<file path="src/rtl/mcu_write_scheduler_pkg.sv">
// Shared definitions for the 4:2:0 MCU write scheduler: FSM state
// encoding, MCU geometry, channel tags and drain timing.
package mcu_write_scheduler_pkg;

  // Number of the highest channel index (Y=0, Cb=1, Cr=2).
  localparam int CH         = 2;
  localparam int CH_W       = $clog2(CH + 1);
  localparam int MCU_BLOCKS = 6;
  localparam int Y_PER_MCU  = 4;

  // Upstream block tags; they share the encoding of the buffer channel select.
  localparam logic [CH_W-1:0] TAG_Y  = 2'd0;
  localparam logic [CH_W-1:0] TAG_CB = 2'd1;
  localparam logic [CH_W-1:0] TAG_CR = 2'd2;

  // The buffer needs four cycles to drain the chroma of an MCU.
  localparam int              DRAIN_W    = 3;
  localparam logic [DRAIN_W-1:0] DRAIN_LOAD = 3'd4;

  typedef enum logic [1:0] {
    S_IDLE = 2'd0,
    S_Y    = 2'd1,
    S_CB   = 2'd2,
    S_CR   = 2'd3
  } sched_state_e;

endpackage

</file>
<file path="src/rtl/mcu_write_scheduler.sv">
// MCU write scheduler: accepts a tagged 8x8 block stream, issues channel
// buffer writes in Y0..Y3, Cb, Cr order, and holds off the next Cb until the
// buffer has finished draining the previous MCU.
// Optional feature macro: MCU_SCHED_STATS_EN adds the stall_cycles_o counter.
module mcu_write_scheduler
  import mcu_write_scheduler_pkg::*;
#(
  parameter int MCU_W = 16
) (
  input  logic             clk_i,
  input  logic             rst_i,
  input  logic             start_i,
  input  logic [MCU_W-1:0] num_mcu_i,
  input  logic             blk_valid_i,
  input  logic [1:0]       blk_ch_i,
  output logic             blk_ready_o,
  output logic             wr_en_o,
  output logic [CH_W-1:0]  ch_o,
  output logic             drain_active_o,
  output logic             busy_o,
  output logic             frame_done_o,
`ifdef MCU_SCHED_STATS_EN
  output logic [31:0]      stall_cycles_o,
`endif
  output logic             seq_err_o
);

  sched_state_e         state_q, state_d;
  logic [1:0]           y_idx_q, y_idx_d;
  logic [MCU_W-1:0]     mcu_left_q, mcu_left_d;
  logic [DRAIN_W-1:0]   drain_cnt_q, drain_cnt_d;
  logic                 last_q, last_d;
  logic                 seq_err_q, seq_err_d;
  logic                 zero_done_q, zero_done_d;
  logic                 accept;
  logic [CH_W-1:0]      exp_tag;

  // Ready and channel select come from registered state only, so there is
  // no combinational path from blk_valid_i back to blk_ready_o.
  always_comb begin
    // NOTE: every output of a combinational block gets a default first;
    // otherwise a branch that skips the assignment infers a latch.
    blk_ready_o = 1'b0;
    exp_tag     = TAG_Y;
    unique case (state_q)
      S_IDLE: begin
        blk_ready_o = 1'b0;
        exp_tag     = TAG_Y;
      end
      S_Y: begin
        blk_ready_o = 1'b1;
        exp_tag     = TAG_Y;
      end
      S_CB: begin
        blk_ready_o = (drain_cnt_q == '0);
        exp_tag     = TAG_CB;
      end
      S_CR: begin
        blk_ready_o = ~last_q;
        exp_tag     = TAG_CR;
      end
      default: begin
        blk_ready_o = 1'b0;
        exp_tag     = TAG_Y;
      end
    endcase
  end

  assign accept         = blk_valid_i & blk_ready_o;
  assign wr_en_o        = accept;
  assign ch_o           = exp_tag;
  assign drain_active_o = (drain_cnt_q != '0);
  assign seq_err_o      = seq_err_q;
  // End of a real frame is the last drain cycle; an empty frame ends the
  // cycle after its start.
  assign frame_done_o   = zero_done_q | (last_q & (drain_cnt_q == 3'd1));
  assign busy_o         = (state_q != S_IDLE) & ~frame_done_o;

  // Next-state logic: MCU sequencing, drain countdown and error tracking.
  always_comb begin
    state_d     = state_q;
    y_idx_d     = y_idx_q;
    mcu_left_d  = mcu_left_q;
    drain_cnt_d = (drain_cnt_q != '0) ? drain_cnt_q - 3'd1 : drain_cnt_q;
    last_d      = last_q;
    seq_err_d   = seq_err_q;
    zero_done_d = 1'b0;

    unique case (state_q)
      S_IDLE: begin
        if (start_i) begin
          seq_err_d  = 1'b0;
          mcu_left_d = num_mcu_i;
          if (num_mcu_i == '0) begin
            zero_done_d = 1'b1;
          end else begin
            state_d = S_Y;
          end
        end
      end
      S_Y: begin
        if (accept) begin
          y_idx_d = y_idx_q + 2'd1;
          if (y_idx_q == 2'(Y_PER_MCU - 1)) begin
            state_d = S_CB;
          end
        end
      end
      S_CB: begin
        if (accept) begin
          state_d = S_CR;
        end
      end
      S_CR: begin
        if (accept) begin
          drain_cnt_d = DRAIN_LOAD;
          mcu_left_d  = mcu_left_q - MCU_W'(1);
          if (mcu_left_q > MCU_W'(1)) begin
            state_d = S_Y;
          end else begin
            last_d = 1'b1;
          end
        end
        // Frame closes on the final drain cycle of the last MCU.
        if (last_q && (drain_cnt_q == 3'd1)) begin
          state_d = S_IDLE;
          last_d  = 1'b0;
        end
      end
      default: begin
        state_d = S_IDLE;
      end
    endcase

    // A mistagged block is still written to the expected channel.
    if (accept && (blk_ch_i != exp_tag)) begin
      seq_err_d = 1'b1;
    end
  end

  // State and counter registers.
  always_ff @(posedge clk_i or posedge rst_i) begin
    if (rst_i) begin
      state_q     <= S_IDLE;
      y_idx_q     <= '0;
      mcu_left_q  <= '0;
      drain_cnt_q <= '0;
      last_q      <= 1'b0;
      seq_err_q   <= 1'b0;
      zero_done_q <= 1'b0;
    end else begin
      // NOTE: sequential state uses non-blocking assignments so every
      // register samples the pre-edge values of the others.
      state_q     <= state_d;
      y_idx_q     <= y_idx_d;
      mcu_left_q  <= mcu_left_d;
      drain_cnt_q <= drain_cnt_d;
      last_q      <= last_d;
      seq_err_q   <= seq_err_d;
      zero_done_q <= zero_done_d;
    end
  end

`ifdef MCU_SCHED_STATS_EN
  logic [31:0] stall_q, stall_d;

  // Stall counter: cycles a block waits while a frame is in progress.
  always_comb begin
    stall_d = stall_q;
    if ((state_q == S_IDLE) && start_i) begin
      stall_d = '0;
    end else if (busy_o && blk_valid_i && !blk_ready_o) begin
      stall_d = stall_q + 32'd1;
    end
  end

  // Stall counter register.
  always_ff @(posedge clk_i or posedge rst_i) begin
    if (rst_i) begin
      stall_q <= '0;
    end else begin
      stall_q <= stall_d;
    end
  end

  assign stall_cycles_o = stall_q;
`endif

endmodule

</file>
<file path="config.mk">
export PLATFORM = sky130hd
export DESIGN_NAME = mcu_write_scheduler
export DESIGN_NICKNAME = d
export VERILOG_FILES = /design/src/rtl/mcu_write_scheduler_pkg.sv /design/src/rtl/mcu_write_scheduler.sv
export SDC_FILE = /design/constraint.sdc
export NUM_CORES = 1
export LEC_CHECK = 0
export CAP_MARGIN = 25
export CORE_UTILIZATION = 40
export DETAILED_ROUTE_END_ITERATION = 10
export MAX_ROUTING_LAYER = met4
export PLACE_DENSITY = 0.67
export SLEW_MARGIN = 20
export SYNTH_ARGS = -nofsm -noshare
export SYNTH_HDL_FRONTEND = slang
export SYNTH_SLANG_ARGS = --single-unit
</file>
<file path="constraint.sdc">
create_clock -name clk_i -period 3.4 [get_ports clk_i]
set_clock_uncertainty 0.1 [all_clocks]
set_input_delay 0.85 -clock clk_i [delete_from_list [all_inputs] [get_ports clk_i]]
set_output_delay 0.85 -clock clk_i [all_outputs]
set_load 0.02 [all_outputs]
</file>
==> metrics.txt <==
Filler cells=388; f_max=0.316 GHz; Synth Flop Type=dfrtp_1; hold depth=2; Non-Filler Instances=286; number of synthesized flops with an enable pin=0; Num CTS Buffers=3; Num Clock Sinks=26; nets=271; layout cells sized above 1=8.05%; GRT overflow=0; power density over the cells=885 nW/um^2; FP Rows=23; Avg Inst Size Synth=8.62 sq um; CTS tree=built; post-CTS setup buffers=0; Reg area=651 sq um; Crit Path Max Fanout=2; die height=68.3 microns; ys async rst share=100%; antenna viol nets, final=0; worst r2r src=state_q[1]; htree depth=1; ANT cells=0; fin util=53.0%; multi-input logic area=a little over 1000 sq um; CP endpoint kind=primary output; vias in the first global route=1477; first-pass GRT wire length=slightly below 7 mm; Final Max Slew Viols=0; Mapped Area=1760 sq um; kind of critical path=input pin to primary output; routability congestion estimate=0.797; Overall Power=1.93 mW; placed insts=282; Ys Warns=0; die area=around 4700 sq um; Post-Syn Nets=238; final setup fails=0; Clock transition at path regs=approximately 0.090 ns; Skew-Pair Late Insertion Delay=about 0.28 ns; r2r setup slk=0.58 ns; peak supply drop=316 uV; cts hold-fix bufs=0; worst hold start=seq_err_o; TritonRoute pass-1 iters=4; input/output buffers=29; gr usage total=20.2%; Final WS setup=between 0.2 and 0.25 ns; post-synthesis instance total=204; largest net degree at the start of global routing=42; HP Class=register to register; part of the cycle the worst path needs=between 90% and 100%; Crit path required time=2.45 ns; Max-cap violations=0; Reg-to-Reg End=mcu_left_q[9]; Arr. time, crit path=2.22 ns; post-synthesis sequential area ratio=37.0%; flops & latches, synth=26; clk root buf=clkbuf_8; initial antenna violation count=0; status=completed; Pleak=0.899 nW; Vias per Instance=approximately 5.6; final setup TNS=0 ns; Die W=68.3 microns; Synth cell types=47; post-CTS resize count=0; hold path endpoint=seq_err_o; Initial DRC Count=82; fin crit period=between 3 and 4 ns; Hold Vio Cnt, Final=0; Worst R2R Path Depth=7; unrepaired setup endpoints after global routing=no; pre-CTS setup slack=0.240 ns; Routed wire per std cell=14.4 microns; Slew @ Worst Pin=0.538 ns; vias=around 1600; Slew headroom=roughly 64%; CP Launch Type=input pin; drt drc=0; Core ar.=roughly 4100 sq um; Routed WL=around 4 mm; Layout area overhead=23.9%; CTS Buffer Depth=2; Post-DP HPWL=3.02 mm; Starting Density=42.7%; I/O Pins=30
==> power breakdown <==
part | internal (mW) | total [mW] | switching [mW]
registers | 0.460 | 0.626 | 0.166
logic | 0.491 | 1.09 | 0.603
clock network | 0.104 | 0.208 | 0.104
total | 1.05 | 1.93 | 0.873
==> sequential cells by signal, indices dropped and copies added (netlist names) <==
signal	count
last_q	1
drain_cnt_q	3
zero_done_q	1
seq_err_o	1
y_idx_q	2
mcu_left_q	16
state_q	2
==> cells in the mapped netlist (5+ instances only) <==
cell | n | area share [%]
nand3_1 | 5 | 1.4
a21oi_1 | 19 | 5.4
inv_1 | 13 | 2.8
dfrtp_1 | 26 | 37
nor2_1 | 14 | 3.0
nand2_1 | 21 | 4.5
nor4_1 | 5 | 1.8
ha_1 | 12 | 8.5
o21ai_0 | 12 | 3.4
o22a_1 | 6 | 3.0
nor3_1 | 10 | 2.8
nand2b_1 | 5 | 1.8
o22ai_1 | 5 | 1.8
==> how the worst max path moves through the flow <==
stage,start,to,slack (ns),cells after the start
final,blk_valid_i,wr_en_o,0.23,4
after global routing,state_q[0],wr_en_o,0.1,5
after CTS,blk_valid_i,wr_en_o,0.23,4
after detailed placement,blk_valid_i,wr_en_o,0.24,4
after global placement,blk_valid_i,wr_en_o,0.24,4
after floorplan,state_q[0],state_q[1],0.89,7
==> metrics by stage <==
stage | hold WS (ns) | instance area, sq um
6_report | 0.388 | 2180
5_1_grt | 0.424 | 2180
4_1_cts | 0.394 | 2180
3_5_place_dp | 0.371 | 2120
3_3_place_gp | 0.368 | 2120
2_1_floorplan | 0.352 | 1760
==> cells by family after synthesis <==
family	after synthesis	share of synthesized area, %
simple gates	75	22.4
xor+xnor	4	1.99
fa+ha+maj	12	8.53
flops	26	37.0
mux	3	1.85
buf+inv	20	4.41
compound gates	64	23.8
==> worst max-delay path, cell delays in order <==
cell and delay (ns):
clkdlybuf4s50_1 0.45, o21ai_1 0.10, a31oi_2 0.18, clkdlybuf4s50_1 0.63
==> layout make-up <==
cell class | count | area share, %
Timing Repair Buffer | 34 | 15.0
Inverter | 14 | 2.41
Multi-Input combinational cell | 158 | 47.3
Sequential cell | 26 | 29.9
Clock buffer | 4 | 2.53
Tap cell | 50 | 2.87
==> cells in the final DEF (no fill, tap or decap), types with 2 or more instances in the layout <==
cell / Yosys / final
nor2_1: 14 / 14
o22a_1: 6 / 6
nor3_1: 10 / 10
o21ai_1: 2 / 2
nand3b_1: 3 / 3
clkdlybuf4s50_1: 0 / 29
or3_1: 3 / 3
a2bb2oi_1: 2 / 2
dfrtp_1: 26 / 26
or3_2: 2 / 2
a31oi_1: 2 / 2
a21oi_1: 19 / 19
buf_4: 0 / 5
xnor2_1: 2 / 2
nand3_1: 5 / 5
inv_1: 13 / 13
o31ai_1: 2 / 2
nand2b_1: 5 / 5
o22ai_1: 5 / 5
xor2_1: 2 / 2
clkbuf_8: 0 / 4
ha_1: 12 / 12
o21ai_0: 12 / 12
nor4_1: 5 / 5
o21a_1: 3 / 3
nor2b_1: 2 / 2
nand2_1: 21 / 21
==> per-layer routing <==
layer | GRT usage (%) | vias up | share of wire [%]
li1 | - | 803 | -
met1 | 25.8 | 768 | 48
met2 | 32.7 | 29 | 48
met3 | 4.00 | 5 | 3.1
met4 | 4.69 | 0 | 1.0
met5 | - | - | 0
No activity file was read; power rests on OpenSTA's default activity.
